### config.mk
export PLATFORM = sky130hd
export DESIGN_NAME = dac_share_arbiter
export DESIGN_NICKNAME = d
export VERILOG_FILES = /design/src/rtl/dac_ctrl_pkg.sv /design/src/rtl/dac_share_arbiter_rr_arbiter.sv /design/src/rtl/dac_share_arbiter.sv
export SDC_FILE = /design/constraint.sdc
export NUM_CORES = 1
export LEC_CHECK = 0
export CAP_MARGIN = 20
export CORE_ASPECT_RATIO = 0.9
export CORE_UTILIZATION = 49
export CTS_CLUSTER_SIZE = 8
export DETAILED_ROUTE_END_ITERATION = 10
export HOLD_SLACK_MARGIN = 0.08
export PLACE_DENSITY_LB_ADDON = 0.08
export SYNTH_ARGS = -nofsm -noshare
export SYNTH_HDL_FRONTEND = slang
export SYNTH_SLANG_ARGS = --single-unit
### constraint.sdc
create_clock -name clk -period 8.2 [get_ports clk]
set_input_delay 1.64 -clock clk [delete_from_list [all_inputs] [get_ports clk]]
set_output_delay 1.64 -clock clk [all_outputs]
set_load 0.005 [all_outputs]
### src/rtl/dac_ctrl_pkg.sv
// Shared types and width helpers for the DAC sharing arbiter.
package dac_ctrl_pkg;

  typedef enum logic [1:0] {
    IDLE,
    LOAD,
    SETTLE
  } dac_state_e;

  // Index width for n requesters, never narrower than one bit.
  function automatic int unsigned idx_width(input int unsigned n);
    return (n <= 2) ? 1 : $clog2(n);
  endfunction

  // Counter width able to hold values 0..s, never narrower than one bit.
  function automatic int unsigned cnt_width(input int unsigned s);
    return (s <= 1) ? 1 : $clog2(s + 1);
  endfunction

endpackage

### src/rtl/dac_share_arbiter_rr_arbiter.sv
// Combinational rotating-priority picker: first requester at or after rr_ptr wins.
module rr_arbiter
  import dac_ctrl_pkg::*;
#(
  parameter int unsigned NUM_REQ = 4,
  parameter int unsigned IW      = idx_width(NUM_REQ)
) (
  input  logic [NUM_REQ-1:0] req,
  input  logic [IW-1:0]      rr_ptr,
  output logic [NUM_REQ-1:0] grant,
  output logic [IW-1:0]      grant_idx,
  output logic               any_grant
);

  logic [IW-1:0] idx;

  // Scan rr_ptr, rr_ptr+1, ... modulo NUM_REQ and take the first active request.
  always_comb begin
    grant     = '0;
    grant_idx = '0;
    any_grant = 1'b0;
    idx       = '0;
    for (int unsigned off = 0; off < NUM_REQ; off++) begin
      idx = IW'((32'(rr_ptr) + off) % NUM_REQ);
      if (!any_grant && req[idx]) begin
        any_grant  = 1'b1;
        grant_idx  = idx;
        grant[idx] = 1'b1;
      end
    end
  end

endmodule

### src/rtl/dac_share_arbiter.sv
// Round-robin sharing of one DAC: grant, one-cycle load, fixed settle window.
module dac_share_arbiter
  import dac_ctrl_pkg::*;
#(
  parameter int unsigned WIDTH         = 8,
  parameter int unsigned NUM_REQ       = 4,
  parameter int unsigned SETTLE_CYCLES = 4,
  localparam int unsigned IW           = idx_width(NUM_REQ)
) (
  input  logic                     clk,
  input  logic                     rst,
  input  logic [NUM_REQ-1:0]       req_valid,
  input  logic [NUM_REQ*WIDTH-1:0] req_code,
  output logic [NUM_REQ-1:0]       req_ready,
  output logic [WIDTH-1:0]         dac_code,
  output logic                     dac_load,
  output logic [IW-1:0]            active_id,
  output logic                     busy
);

  localparam int unsigned CW = cnt_width(SETTLE_CYCLES);
  localparam logic [CW-1:0] CNT_LOAD = (SETTLE_CYCLES == 0) ? '0 : CW'(SETTLE_CYCLES - 1);

  dac_state_e           state, state_next;
  logic [IW-1:0]        rr_ptr;
  logic [CW-1:0]        cnt;
  logic [NUM_REQ-1:0]   grant;
  logic [IW-1:0]        grant_idx;
  logic                 any_grant;
  logic                 accept;

  rr_arbiter #(
    .NUM_REQ (NUM_REQ),
    .IW      (IW)
  ) u_rr (
    .req       (req_valid),
    .rr_ptr    (rr_ptr),
    .grant     (grant),
    .grant_idx (grant_idx),
    .any_grant (any_grant)
  );

  // Handshake and status outputs; no grant is offered while reset is asserted.
  always_comb begin
    accept    = (state == IDLE) && any_grant && !rst;
    req_ready = accept ? grant : '0;
    dac_load  = (state == LOAD);
    busy      = (state != IDLE);
  end

  // Next-state logic.
  always_comb begin
    state_next = state;
    case (state)
      IDLE:    if (any_grant) state_next = LOAD;
      LOAD:    state_next = (SETTLE_CYCLES == 0) ? IDLE : SETTLE;
      SETTLE:  if (cnt == '0) state_next = IDLE;
      default: state_next = IDLE;
    endcase
  end

  // State register.
  always_ff @(posedge clk) begin
    if (rst) state <= IDLE;
    else     state <= state_next;
  end

  // Pointer, settle counter and DAC-facing output registers.
  always_ff @(posedge clk) begin
    if (rst) begin
      rr_ptr    <= '0;
      cnt       <= '0;
      dac_code  <= '0;
      active_id <= '0;
    end else begin
      if (accept) begin
        dac_code  <= req_code[32'(grant_idx)*WIDTH +: WIDTH];
        active_id <= grant_idx;
        rr_ptr    <= (grant_idx == IW'(NUM_REQ - 1)) ? '0 : grant_idx + 1'b1;
      end
      if (state == LOAD) cnt <= CNT_LOAD;
      else if (state == SETTLE && cnt != '0) cnt <= cnt - 1'b1;
    end
  end

endmodule

==> flow_summary.yaml <==
outcome:
  status: "completed"
worst_setup_path:
  arrival_ns: 4.05
  ff2ff_setup_slack_ns: 4.43
  startpoint_type: "input pin"
  reg2reg_from: "rr_ptr[0]$_SDFFE_PP0P_"
  worstSetupPathType: "in -> out"
  cp_max_fo: 12
  end_kind: "primary output"
  r2r_cells: 9
  cp.required_ns: 6.56
  reg2reg_to: "rr_ptr[0]$_SDFFE_PP0P_"
drt:
  routedWlPerCell_um: 13.7
  drc: 0
  drt-total-wl_um: 3860
  dr_total_vias: 1603
  drt_iter0_drc: 85
  ant_nets: 0
  drt_pre_antenna_iters: 4
  vias_per_cell: 5.66
floorplan:
  die_area_sq_um: 3400
  die_x_um: 61.3
  core-area_sq_um: 3040
  dieHeight_um: 55.4
  boundaryPins: 54
  fp-row-count: 19
  initial_core_util_pct: 51.0
clocking:
  clock-sinks: 17
  cts_hold_buffers: 0
  post-cts-setup-buffers: 0
  clock_path_buffers: 2
  ctsResizeCount: 0
  htreeDepth: 1
  clock-root-buffer: "clkbuf_4"
  insertion_delay_ns: 0.28
  cts_tree: "done"
  clkTransAtPathRegs_ns: 0.09
  cts_buffers: 3
placement:
  io_buffers: 53
  hpwl_um: 3030
  pre_cts_ws_ns: 2.55
  place_congestion: 0.932
sta:
  hold_viol: 0
  setup_viol: 0
  period_minus_slack_ns: 5.69
  timing.fmax_mhz: 176
  timing.hold.ws_ns: 0.476
  rsz0062_at_grt: "no"
  slew_headroom_pct: 50.1
  tightest_slew_ns: 0.747
  fin_setup_tns_ns: 0
  drv_slew: 0
  skew_ns: 0.00396
  timing.final.crit_share_pct: 69.4
  setup_ws_ns: 2.51
synthesis:
  yosysWarnings: 0
  synthFlopType: "dfxtp_1"
  synth_area_leaders: "dfxtp_1 22%, ha_1 8.9%, nor2_1 6.3%, nand3b_1 4.4%, mux4_2 4.4%"
  synth_area_per_cell_sq_um: 7.65
  syn_nets: 252
  netlist_instances: 203
  netlist_area_sq_um: 1550
  synth_seq_cells: 17
  ys_top_cells_by_count: "26 x nor2_1, 17 x dfxtp_1, 14 x clkbuf_1"
  yosysTopAreaCellShare_pct: 21.9
  yosys.cell_types.count: 41
  synth_edf_count: 0
  synthMostInstantiatedCell: "nor2_1"
  synth_top_cell_by_area: "dfxtp_1"
  ys_seq_area_share_pct: 21.9
  async_flop_share_pct: 0
global_routing:
  track_usage_pct: 23.3
  grt_max_degree: 26
  grt_pass1_vias: 1438
  grt_antenna_before_repair: 0
  grt_overflow: 0
  grt_pass1_wl_um: 6100
cells_and_area:
  final_nets: 291
  area_delta_synth_final_pct: 33.5
  seqCellArea_sq_um: 340
  antenna-diode-count: 0
  postLayoutCoreUtil_pct: 68.1
  multi_input_area_sq_um: 1080
  drive_gt1_share_pct: 5.39
  nFillCells: 279
worst_hold_path:
  worstHoldStart: "active_id[1]$_SDFFE_PP0P_"
  holdPathEnd: "active_id[1]$_SDFFE_PP0P_"
  hold_depth: 2
  min_path_type: "reg -> reg"
power_and_ir_drop:
  power.density_nw_per_um2: 277
  peakVddDrop_v: 0.000147
  p_leak_nw: 0.784
flow_run:
  maxCapViolations: 0
-- flip-flops by register name, summed over array words and instances (netlist names) --
| signal | count |
|---|---|
| active_id | 2 |
| cnt | 3 |
| dac_code | 8 |
| rr_ptr | 2 |
| state | 2 |
-- worst max-delay path by stage --
stage | from | end | slack [ns] | depth (start not counted)
6_report | req_valid[3] | req_ready[1] | 2.51 | 8
5_1_grt | req_valid[1] | req_ready[1] | 2.33 | 8
4_1_cts | req_valid[3] | req_ready[1] | 2.54 | 8
3_5_place_dp | req_valid[1] | req_ready[1] | 2.55 | 8
3_3_place_gp | req_valid[1] | req_ready[2] | 2.67 | 8
2_1_floorplan | req_valid[0] | req_ready[0] | 3.63 | 8
-- layer usage --
| metal | track usage, % | up-vias | wire [um] |
|---|---|---|---|
| met4 | 7.62 | 0 | 41 |
| met3 | 3.98 | 4 | 183 |
| met5 | 0 | - | 0 |
| met2 | 39.0 | 53 | 1890 |
| li1 | - | 812 | - |
| met1 | 29.9 | 734 | 1750 |
-- report_power, final --
part	internal (mW)	switching [mW]
registers	0.107	0.0324
clock network	0.0189	0.0237
logic	0.191	0.202
total	0.317	0.258
-- worst max-delay path, cell delays in order --
cell	delay, ns
clkdlybuf4s50_1	0.60
mux4_2	0.63
nor2b_4	0.25
a22oi_1	0.12
nor2_1	0.11
a221oi_1	0.07
nor2_1	0.13
clkdlybuf4s50_1	0.51
-- area by class of cell --
cell class	count	area share, %
Inverter	9	1.63
Sequential cell	17	16.4
Tap cell	42	2.53
Multi-Input combinational cell	157	52.2
Timing Repair Buffer	54	26.0
Clock buffer	4	1.27
-- cells in the final DEF, fill, tap and decap left out, types with 2 or more instances in the layout --
cell and count:
o211ai_1 7, or3_1 3, o21bai_1 8, clkdlybuf4s50_1 53, clkbuf_4 3, o21ai_0 11
and3_1 8, a22oi_1 4, nand3b_1 9, nor3_1 5, ha_1 11, nor2_1 26
mux2i_1 2, dfxtp_1 17, a221oi_1 4, a21oi_1 6, a31oi_1 8, nand2b_1 4
a21boi_0 8, mux4_2 3, inv_1 8, o22a_1 2, nand2_1 12, mux2_2 2
-- logic make-up (layout without fill, tap and decap cells) --
family	after synthesis	count (layout)	share of synthesized area [%]
DFF	17	17	21.9
buffers and inverters	29	67	8.70
AOI/OAI and AO/OA	66	66	29.1
muxes	7	7	7.09
adders and majority gates	11	11	8.86
and+or+nand+nor	73	73	24.3
-- through the flow --
stage,cell area (sq um),std cells,power (mW)
after detailed placement,2050,279,0.532
after global placement,2050,279,0.511
final,2070,283,0.574
after global routing,2070,283,0.630
after floorplan,1550,203,0.424
after CTS,2070,283,0.577
(Power assumes the default switching activity.)
